File: src/rtl/gyn_thread_sched.sv
// gyn_thread_sched: fine-grained round-robin thread scheduler.
// Picks one ready thread per cycle and drives the one-hot read enable of that
// thread's register file. The issued thread ID travels down a writeback-delay
// pipe so that the writeback write enable reaches the owning register file.
// start/halt sequencing lets in-flight issues drain before returning to idle.
module gyn_thread_sched #(
    parameter int NUM_THREADS = 4,
    parameter int TID_W       = 2,
    parameter int WB_DELAY    = 4
) (
    input  logic                   CLK,
    input  logic                   reset,
    input  logic                   start,
    input  logic                   halt,
    input  logic                   stall,
    input  logic [NUM_THREADS-1:0] thread_ready,
    input  logic                   wb_wena,
    input  logic [3:0]             wb_waddr,
    output logic                   issue_valid,
    output logic [TID_W-1:0]       issue_tid,
    output logic [NUM_THREADS-1:0] rf_read_en,
    output logic                   wb_valid,
    output logic [TID_W-1:0]       wb_tid,
    output logic [NUM_THREADS-1:0] rf_wena,
    output logic                   wb_addr_err,
    output logic                   busy,
    output logic                   drained
);

    typedef enum logic [1:0] {
        ST_IDLE  = 2'd0,
        ST_RUN   = 2'd1,
        ST_DRAIN = 2'd2
    } state_t;

    state_t           state_reg, state_next;
    logic             drained_reg, drained_next;
    logic             issue_valid_reg, issue_valid_next;
    logic [TID_W-1:0] issue_tid_reg, issue_tid_next;
    logic [TID_W-1:0] last_tid_reg, last_tid_next;

    // Writeback-delay pipe, flattened views of the per-stage registers
    logic [WB_DELAY-1:0] pipe_valid_vec;
    logic [TID_W-1:0]    pipe_tid_vec [WB_DELAY];
    logic                pipe_empty;

    // Round-robin search results
    logic             pick_found;
    logic [TID_W-1:0] pick_tid;
    logic [TID_W-1:0] rr_cand;
    int               rr_idx;

    // Writeback routing
    logic wr_req;
    logic wr_ok;

    // Low address bits are decoded inside the register file itself
    logic waddr_unused;
    assign waddr_unused = ^wb_waddr[2:0];

    // Nothing issued and nothing left travelling toward writeback
    assign pipe_empty = ~issue_valid_reg & ~(|pipe_valid_vec);

    // Round-robin search starting just after the last issued thread, wrapping
    // around so the last issued thread itself is tried last
    always_comb begin
        pick_found = 1'b0;
        pick_tid   = last_tid_reg;
        rr_idx     = 0;
        rr_cand    = '0;
        for (int i = 1; i <= NUM_THREADS; i++) begin
            rr_idx  = (int'(last_tid_reg) + i) % NUM_THREADS;
            rr_cand = TID_W'(rr_idx);
            if (!pick_found && thread_ready[rr_cand]) begin
                pick_found = 1'b1;
                pick_tid   = rr_cand;
            end
        end
    end

    // FSM next state; drained flags the single DRAIN->IDLE transition
    always_comb begin
        state_next   = state_reg;
        drained_next = 1'b0;
        case (state_reg)
            ST_IDLE: begin
                if (start) begin
                    state_next = ST_RUN;
                end
            end
            ST_RUN: begin
                if (halt) begin
                    state_next = ST_DRAIN;
                end
            end
            ST_DRAIN: begin
                if (pipe_empty) begin
                    state_next   = ST_IDLE;
                    drained_next = 1'b1;
                end
            end
            default: state_next = ST_IDLE;
        endcase
    end

    // Issue selection: a stall freezes issue state, only RUN may issue
    always_comb begin
        issue_valid_next = issue_valid_reg;
        issue_tid_next   = issue_tid_reg;
        last_tid_next    = last_tid_reg;
        if (!stall) begin
            if (state_reg == ST_RUN && pick_found) begin
                issue_valid_next = 1'b1;
                issue_tid_next   = pick_tid;
                last_tid_next    = pick_tid;
            end else begin
                issue_valid_next = 1'b0;
            end
        end
    end

    // State, issue and drained registers
    always_ff @(posedge CLK) begin
        if (reset) begin
            state_reg       <= ST_IDLE;
            drained_reg     <= 1'b0;
            issue_valid_reg <= 1'b0;
            issue_tid_reg   <= '0;
            last_tid_reg    <= TID_W'(NUM_THREADS - 1);
        end else begin
            state_reg       <= state_next;
            drained_reg     <= drained_next;
            issue_valid_reg <= issue_valid_next;
            issue_tid_reg   <= issue_tid_next;
            last_tid_reg    <= last_tid_next;
        end
    end

    genvar gi;

    // One pipe stage per writeback-delay cycle; stage 0 is fed by the issue regs
    generate
        for (gi = 0; gi < WB_DELAY; gi++) begin : g_pipe
            logic             valid_reg;
            logic [TID_W-1:0] tid_reg;
            logic             valid_in;
            logic [TID_W-1:0] tid_in;

            if (gi == 0) begin : g_head
                assign valid_in = issue_valid_reg;
                assign tid_in   = issue_tid_reg;
            end else begin : g_tail
                assign valid_in = pipe_valid_vec[gi-1];
                assign tid_in   = pipe_tid_vec[gi-1];
            end

            // Advance this stage whenever the pipeline is not frozen
            always_ff @(posedge CLK) begin
                if (reset) begin
                    valid_reg <= 1'b0;
                    tid_reg   <= '0;
                end else if (!stall) begin
                    valid_reg <= valid_in;
                    tid_reg   <= tid_in;
                end
            end

            assign pipe_valid_vec[gi] = valid_reg;
            assign pipe_tid_vec[gi]   = tid_reg;
        end
    endgenerate

    // A write only counts once per pipe advance, so stalls gate it off
    assign wr_req      = wb_wena & wb_valid & ~stall;
    assign wr_ok       = wr_req & ~wb_waddr[3];
    assign wb_addr_err = wr_req & wb_waddr[3];

    // One-hot read/write enables decoded per register file
    generate
        for (gi = 0; gi < NUM_THREADS; gi++) begin : g_rf_en
            assign rf_read_en[gi] = issue_valid_reg & (issue_tid_reg == TID_W'(gi));
            assign rf_wena[gi]    = wr_ok & (wb_tid == TID_W'(gi));
        end
    endgenerate

    assign issue_valid = issue_valid_reg;
    assign issue_tid   = issue_tid_reg;
    assign wb_valid    = pipe_valid_vec[WB_DELAY-1];
    assign wb_tid      = pipe_tid_vec[WB_DELAY-1];
    assign busy        = (state_reg != ST_IDLE);
    assign drained     = drained_reg;

endmodule

File: config.mk
export PLATFORM = sky130hd
export DESIGN_NAME = gyn_thread_sched
export DESIGN_NICKNAME = d
export VERILOG_FILES = /design/src/rtl/gyn_thread_sched.sv
export SDC_FILE = /design/constraint.sdc
export NUM_CORES = 1
export LEC_CHECK = 0
export CAP_MARGIN = 20
export CORE_MARGIN = 2
export CORE_UTILIZATION = 47
export CTS_CLUSTER_DIAMETER = 100
export CTS_CLUSTER_SIZE = 24
export DETAILED_ROUTE_END_ITERATION = 16
export GPL_TIMING_DRIVEN = 0
export PLACE_DENSITY_LB_ADDON = 0.1
export SLEW_MARGIN = 40
export SYNTH_ARGS = -nofsm -noshare
export SYNTH_HDL_FRONTEND = slang
export SYNTH_SLANG_ARGS = --single-unit
export TNS_END_PERCENT = 50
File: constraint.sdc
create_clock -name CLK -period 3 [get_ports CLK]
set_input_delay 0.75 -clock CLK [delete_from_list [all_inputs] [get_ports CLK]]
set_output_delay 0.75 -clock CLK [all_outputs]
set_load 0.005 [all_outputs]
==> metrics.csv, run 1 <==
stage,metric,value,unit
layout,largest_reg_flops,6,
critical_path,cp_slowest_stage_delay,0.49,ns
power,p_leak,0.000556,uW
detailed_routing,ant_nets,0,
timing,report.final.slew_viol_count,0,
clocking,clk_latency,0.29,ns
power,power.internal,379,uW
critical_path,path_cells,"clkdlybuf4s50_1, nand2_1, nor3_2, and3_1, clkdlybuf4s50_1",
critical_path,criticalPathCategory,in2out,
timing,finClkSkew,0.0123,ns
placed_design,gp_congestion,0.702,
worst_hold_path,min_path_type,reg2reg,
synth,synth_top_area_frac,0.442,
floorplan,std_cell_rows,15,
critical_path,ff2ff_setup_slack,1.69,ns
clocking,root_buffer,clkbuf_4,
critical_path,required,2.25,ns
synth,synth_area,906,sq um
synth,yosysSeqAreaShare,0.442,
detailed_routing,avgViaCountPerCell,5.00,
critical_path,crit_path_end_kind,output port,
power,power.density,396,mW/mm^2
global_routing,grt_max_degree,12,
critical_path,r2r-start,state_reg[0],
critical_path,cp-start-kind,input port,
synth,synth_fp_nets,110,
critical_path,arrival,2.18,ns
power,switching_share,0.229,
synth,syn_area_per_cell,9.44,sq um
critical_path,path_max_fanout,4,
run,drv_cap,0,
layout,diodes,0,
detailed_routing,drc,0,
layout,multi_input_area,477,sq um
timing,rsz0062_at_grt,true,
global_routing,grt_pass1_vias,625,
timing,layout_min_cycle_time,2.93,ns
clocking,path_clk_slew,0.10,ns
clocking,cts_hold_buffers,0,
detailed_routing,drtIter0Drc,5,
critical_path,crit_start,wb_wena,
layout,fin_util,0.704,
floorplan,dieArea,0.00229,sq mm
timing,worst_pin_slew,0.446,ns
power,p_sw,113,uW
timing,clock.fmax,341,MHz
floorplan,pin_count,31,
detailed_routing,drtPass1Iterations,4,
placed_design,hpwl,1300,um
timing,slew_headroom,0.702,
floorplan,die_w,47.9,um
critical_path,path_common_cell,clkdlybuf4s50_1,
critical_path,setup.worst_path.end,rf_wena[3],
synth,synth_area_leaders,"dfxtp_1 (44%), mux2i_1 (14%), nor2_1 (7.0%)",
synth,synth_area_leader_cell,dfxtp_1,
layout,area_growth,37.0,%
outcome,status,finished clean,
clocking,cts.path.max_buffers,2,
floorplan,die_y,47.9,um
floorplan,start_util,0.513,
layout,fin_nets,140,
power,sequentialPowerShare,0.569,
timing,finalHoldViolations,0,
power,peakVddDrop,0.375,mV
clocking,htreeDepth,1,
floorplan,fp.coreArea,0.00176,sq mm
global_routing,grt_pass1_wl,2570,um
global_routing,antenna_found_initial,0,
layout,layout_common_cells,"clkdlybuf4s50_1 (22), dfxtp_1 (20), nor2_1 (17), mux2i_1 (13), nand2_1 (8)",
synth,yosysWarnings,0,
power,p_clk_frac,0.310,
synth,synth_cells,96,
detailed_routing,wl_per_cell,11.3,um
synth,synth.distinct_cells,24,
timing,min_period_over_period,0.977,
layout,nFillCells,145,
detailed_routing,routed_wl,1700,um
detailed_routing,num_vias,750,
clocking,cts_tree,done,
critical_path,crit_slowest_cell,clkdlybuf4s50_1,
power,p_comb_frac,0.120,
timing,setup_viol,0,
layout,ff_latch_area,400,sq um
synth,synth-seq-cells,20,
clocking,cts_sinks,20,
clocking,cts_buffers,3,
layout,drive_above_1_share,0.0880,
critical_path,r2r-end,last_tid_reg[0],
global_routing,gr-total-overflow,0,
global_routing,grtUsageTotal,0.154,
layout,final_common_cell,clkdlybuf4s50_1,
placed_design,numPortBuffers,25,
timing,tns,0,ns
critical_path,r2r_cells,4,
cells by family (layout without fill, tap and decap cells):
family / after synthesis / count (layout) / synth area share
DFF: 20 / 20 / 0.442
AOI/OAI and AO/OA: 11 / 11 / 0.115
buffers and inverters: 8 / 37 / 0.0428
muxes: 13 / 13 / 0.144
and+or+nand+nor: 44 / 44 / 0.257
what timing repair did:
item / in CTS / in global routing
setup buffers: 0 / 0
pin swaps: 0 / 2
gates resized for setup: 1 / 4
endpoints found under the setup margin: 1 / 1
how the worst min path moves through the flow:
stage                                    start  depth (start not counted)  slack, ns                    to
final                     g_pipe[2].tid_reg[0]                          2       0.50             wb_tid[0]
after CTS                 g_pipe[2].tid_reg[0]                          2       0.51             wb_tid[0]
after floorplan           g_pipe[0].tid_reg[0]                          2       0.46  g_pipe[1].tid_reg[0]
after detailed placement  g_pipe[2].tid_reg[1]                          2       0.49             wb_tid[1]
after global placement    g_pipe[0].tid_reg[1]                          2       0.47  g_pipe[1].tid_reg[1]
after global routing      g_pipe[2].tid_reg[1]                          2       0.54             wb_tid[1]
cells in the mapped netlist:
cell type and number:
a211o_1 1, a21oi_1 4, a221oi_2 1, and3_1 2, and3b_1 1, buf_2 1
buf_6 1, clkbuf_1 2, dfxtp_1 20, inv_1 4, mux2i_1 13, nand2_1 8
nand3b_1 3, nor2_1 17, nor2b_1 3, nor3_1 4, nor3b_1 3, nor3b_4 1
nor4b_1 1, o211ai_1 1, o21bai_1 1, o221ai_1 2, o41ai_4 1, or2_1 1
cell type report:
class                           count  share of cell area
Tap cell                           25              0.0252
Clock buffer                        4              0.0292
Timing Repair Buffer               25               0.208
Buffer                              4              0.0192
Sequential cell                    20               0.323
Inverter                            4              0.0121
Multi-Input combinational cell     68               0.384
per-stage QoR:
stage                     instances  power, uW  hold slack [ns]  area [sq um]  setup slack (ns)
after detailed placement        146        346            0.486          1190           -0.0671
after CTS                       150        494            0.510          1230            0.0161
after floorplan                  96        317            0.460           906             0.862
after global placement          146        344            0.471          1190           -0.0114
after global routing            150        507            0.537          1240          -0.00771
final                           150        492            0.501          1240            0.0680
power groups by stage:
| stage | Sequential, uW | Combinational (uW) | Clock (uW) |
|---|---|---|---|
| 3_5_place_dp | 286 | 59.4 | 0 |
| 6_report | 280 | 59.2 | 153 |
| 5_1_grt | 281 | 64.7 | 161 |
| 2_1_floorplan | 284 | 32.4 | 0 |
| 3_3_place_gp | 286 | 58.1 | 0 |
| 4_1_cts | 280 | 59.9 | 154 |
layer usage:
metal  up-vias  global-route usage  routed length, um
li1        391                   -                  -
met1       340               0.194                791
met2        19               0.264                821
met3         0              0.0302                 83
met4         0              0.0486                  0
met5         -                   0                  0
critical path, delay by kind of cell:
| family | cells | cell delay (ns) |
|---|---|---|
| buffers and inverters | 2 | 0.95 |
| AND/OR/NAND/NOR | 3 | 0.49 |
Power figures use the tool's default switching activity.
==> inputs of run 2 (changes only) <==
==> constraint.sdc (replaced) <==
create_clock -name CLK -period 3 [get_ports CLK]
set_input_delay 0.6 -clock CLK [delete_from_list [all_inputs] [get_ports CLK]]
set_output_delay 0.6 -clock CLK [all_outputs]
set_load 0.005 [all_outputs]
==> run 2 against run 1 <==
- cell count stayed put
- core utilization decreased by 0.99 points
- combinational power barely moved
- register-to-register slack is essentially flat
- sequential power hardly changed
- sequential share of layout area grew 0.46 points
- wire length decreased by 0.82%
- total power about the same
- non-clock buffer count stayed put
- clock-buffer cell count did not move
- clock power about the same
- critical path type unchanged
==> metrics.csv, run 2 (synthesis results as in run 1) <==
stage,metric,value,unit
outcome,status,finished clean,
critical_path,required,2.40,ns
placed_design,numPortBuffers,25,
worst_hold_path,min_path_type,reg2reg,
detailed_routing,highest-signal-layer,met3,
timing,finClkSkew,0.0116,ns
critical_path,path_cells,"clkdlybuf4s50_1, nand2_1, nor3_1, nor3b_1, clkdlybuf4s50_1",
layout,final_common_cell,clkdlybuf4s50_1,
clocking,post_cts_resized,0,
detailed_routing,drtPass1Iterations,4,
timing,finalHoldViolations,0,
detailed_routing,dr_wl_met3,76,um
detailed_routing,avgViaCountPerCell,4.99,
layout,area_growth,35.1,%
clocking,clk_latency,0.29,ns
timing,setup_viol,0,
critical_path,path_buf_inv,2,
layout,fin_nets,140,
critical_path,crit_slowest_cell,clkdlybuf4s50_1,
floorplan,dieArea,0.00229,sq mm
detailed_routing,dr_wl_met2,803,um
timing,report.final.slew_viol_count,0,
global_routing,grt_pass1_vias,625,
detailed_routing,ant_nets,0,
power,p_comb_frac,0.120,
global_routing,grtUsageTotal,0.154,
layout,diodes,0,
critical_path,cp-start-kind,input port,
global_routing,antenna_found_initial,0,
layout,layout_common_cells,"clkdlybuf4s50_1 (25), dfxtp_1 (20), nor2_1 (17), mux2i_1 (13), nand2_1 (8)",
critical_path,path_common_cell,clkdlybuf4s50_1,
timing,whs,0.501,ns
floorplan,die_y,47.9,um
clocking,cts.path.max_buffers,2,
critical_path,r2r_cells,4,
power,p_leak,0.000495,uW
detailed_routing,wirelength_met1,803,um
critical_path,crit_start,wb_wena,
power,power.internal,379,uW
power,power.density,402,mW/mm^2
detailed_routing,routed_wl,1680,um
layout,drive_above_1_share,0.0720,
detailed_routing,num_vias,748,
critical_path,cp_slowest_stage_delay,0.53,ns
critical_path,path_max_fanout,4,
clocking,path_clk_slew,0.10,ns
critical_path,worst_path_dominant_cell_family,buffers and inverters,
clocking,cts_sinks,20,
clocking,cts_tree,done,
critical_path,crit_path_end_kind,output port,
run,drv_cap,0,
timing,slew_headroom,0.704,
layout,final_cells,150,
critical_path,arrival,2.16,ns
timing,tns,0,ns
timing,rsz0062_at_grt,false,
worst_hold_path,holdCritStartpoint,g_pipe[2].tid_reg[0],
timing,layout_min_cycle_time,2.76,ns
clocking,root_buffer,clkbuf_4,
power,power,492,uW
critical_path,ff2ff_setup_slack,1.70,ns
timing,min_period_over_period,0.921,
global_routing,grt_max_degree,12,
worst_hold_path,whs_path_depth,2,
power,sequentialPowerShare,0.570,
detailed_routing,drc,0,
critical_path,r2r-end,last_tid_reg[0],
timing,clock.fmax,362,MHz
detailed_routing,drtIter0Drc,6,
detailed_routing,wl_per_cell,11.2,um
power,p_clk_frac,0.311,
clocking,cts_buffers,3,
timing,worst_pin_slew,0.443,ns
floorplan,die_w,47.9,um
power,switching_share,0.229,
layout,largest_reg_flops,6,
floorplan,std_cell_rows,15,
global_routing,grt_pass1_wl,2570,um
floorplan,pin_count,31,
worst_hold_path,min_to,wb_tid[0],
floorplan,fp.coreArea,0.00176,sq mm
clocking,cts_hold_buffers,0,
placed_design,gp_congestion,0.702,
critical_path,r2r-start,state_reg[0],
global_routing,gr-total-overflow,0,
critical_path,criticalPathCategory,in2out,
power,peakVddDrop,0.374,mV
placed_design,dp.cells,146,
clocking,cts_setup_buffers,0,
clocking,htreeDepth,1,
floorplan,start_util,0.513,
power,p_sw,113,uW
placed_design,hpwl,1300,um
## run 2: cell type report
class | count | area (sq um)
flip-flops and latches | 20 | 400
multi-input cells | 68 | 467
well taps | 25 | 31.3
clock buffers | 4 | 36.3
repair buffers | 25 | 250
plain buffers | 4 | 23.8
inverters | 4 | 15.0
fillers | 150 | 541
## run 2: worst min-delay path, delay by kind of cell, from the launching register on
family        cells  cell delay (ns)
flops             1             0.34
mux               1             0.06
simple gates      1             0.07
## run 2: worst max path at each step
stage                       to  slack (ns)  depth (start not counted)
floorplan           rf_wena[0]        1.16                          3
global placement    rf_wena[0]        0.29                          5
detailed placement  rf_wena[0]        0.23                          5
CTS                 rf_wena[0]        0.22                          5
global route        rf_wena[0]        0.12                          5
finish              rf_wena[0]        0.24                          5
## run 2: power by group through the flow
stage | sequential, uW | clock (uW) | combinational (uW)
2_1_floorplan | 284 | 0 | 32.4
3_3_place_gp | 286 | 0 | 58.1
3_5_place_dp | 286 | 0 | 59.4
4_1_cts | 280 | 154 | 59.6
5_1_grt | 281 | 161 | 64.4
6_report | 280 | 153 | 58.9
## run 2: per-layer routing
metal  up-vias  GRT usage
met2        19      0.264
met1       337      0.194
li1        392          -
met5         -          0
met3         0     0.0302
met4         0     0.0486
## run 2: metrics by stage
step                 util  cell area (sq um)  worst slack (ns)
CTS                 0.694               1220             0.223
floorplan               -                906              1.16
global route        0.694               1220             0.122
detailed placement  0.673               1190             0.233
finish              0.694               1220             0.237
global placement    0.673               1190             0.289
==> edit: new RTL, settings of run 1 <==
Change the parameter `WB_DELAY` from 4 to 2.
--- a/src/rtl/gyn_thread_sched.sv
+++ b/src/rtl/gyn_thread_sched.sv
@@ -8,3 +8,3 @@
     parameter int TID_W       = 2,
-    parameter int WB_DELAY    = 4
+    parameter int WB_DELAY    = 2
 ) (
Check against the original RTL: not equivalent (Yosys sat finds a counterexample within 10 cycles, from zero or initial values and one cycle with reset high).
==> edit against run 1 <==
Cell area down 20%; total power decreased by 28%; clock skew decreased by 9.1 ps; sequential cell count down 6; core utilization is 4.7 points higher; critical path depth fell by 1; count of clock-buffer cells in the layout shrank 1; synthesized cell count fell by 19%; routed wire length down 17%; worst setup slack gained 17 ps; register-to-register slack lost 30 ps; synthesized area fell by 26%; highest routed layer is now met4.
==> edit: results (changes against run 1) <==
Setup WS pre-CTS: -25.5 ps (+41.6 ps)
GPL Wtd Cong: 0.764 (+8.8%)
Avg WL per Cell: 11.5 microns (+1.6%)
Seq. cell area: 280 sq um (-30%)
Tapcell Cnt: 15 (-40%)
DP Area: 962 sq um (-19%)
Status: completed
Post-synth net total: 92 (-16%)
# nets final: 124 (-11%)
Top cells by area, synth: dfxtp_1 42%, mux2i_1 10%, nor2_1 8.4%, nand2_1 3.9%, nor3_1 3.7%
Overall routing resource usage: 0.179 (+0.0253)
Met2 routed WL: 686 microns (-16%)
Final setup margin: 84.6 ps (+16.6 ps)
Non-clock inverter count: 3 (-1)
Routed vias: 659 (-12%)
Global routing usage on met3: 0.0261 (-0.00410)
Met1 Use GR: 0.208 (+0.0145)
Worst skew pair latency: 270 ps (-20 ps)
Multiplexer area fraction after synthesis: 0.104 (-0.0396)
Drt total wl: 1410 microns (-17%)
CP startpoint: stall
Starting Density: 0.511 (-0.00255)
Hold Crit Start: g_pipe[0].tid_reg[0]$_SDFFE_PP0N_
Finished Cell Area: 988 sq um (-20%)
DR iter-0 viols: 3 (-2)
Cell count after synthesis: 78 (-19%)
Reg-to-reg setup timing slack: 1660 ps (-30 ps)
Met3 Wirelength: 51 microns (-39%)
Met2 Use GR: 0.303 (+0.0391)
Area of the multi-input gates: 373 sq um (-22%)
Vias in the first global route: 590 (-5.6%)
Top Metal Used: met4
First-pass GRT wire length: 2420 microns (-5.7%)
Slew headroom: 0.630 (-0.0721)
Largest net degree at the start of global routing: 11 (-1)
Leakage: 0.423 nW (-24%)
Comb_multi_in: 59 (-13%)
Dpl hpwl: 1130 microns (-13%)
Signal buf overhead: 0.286 (+0.0593)
Final Skew: 3.20 ps (-9.12 ps)
Hold Worst Slack: 502 ps (+1.36 ps)
Synth Area in Compound Gates: 0.126 (+0.0118)
Commonest cells in the netlist: 15 x nor2_1, 14 x dfxtp_1, 7 x mux2i_1, 7 x nand2_1, 5 x nor3_1
Distinct cells, synth: 28 (+17%)
Met1 WL: 637 microns (-19%)
Share of layout cells above drive strength 1: 0.0926 (+0.00459)
Clock transition at path regs: 80 ps (-20 ps)
VDD IR max: 0.325 mV (-13%)
Sequential cell area fraction in the yosys report: 0.416 (-0.0256)
==> edit: changes by cell type in the layout (fill, tap and decap cells not counted), moves of 2 or more <==
cell                    run 1  this run
mux2i_1                    13         7
nor2_1                     17        15
clkdlybuf4s50_1            22        25
o221ai_1                    2         0
nor3_1                      3         5
nand3b_1                    3         1
dfxtp_1                    20        14
nor2b_1                     3         1
dlymetal6s2s_1              3         1
==> edit: report_power, final <==
| part | leakage [nW] | switching [mW] | total (mW) | internal (mW) |
|---|---|---|---|---|
| Sequential | 0.114 | 0.00760 | 0.199 | 0.192 |
| Clock | 0.0138 | 0.0546 | 0.101 | 0.0465 |
| Combinational | 0.296 | 0.0219 | 0.0547 | 0.0328 |
| Total | 0.423 | 0.0842 | 0.355 | 0.271 |
==> edit: worst paths after layout <==
kind,to
worst max-delay path,wb_addr_err
worst min-delay path,g_pipe[0].tid_reg[0]$_SDFFE_PP0N_
worst max register to register,last_tid_reg[0]$_SDFFE_PP1P_
worst min register to register,g_pipe[0].tid_reg[0]$_SDFFE_PP0N_
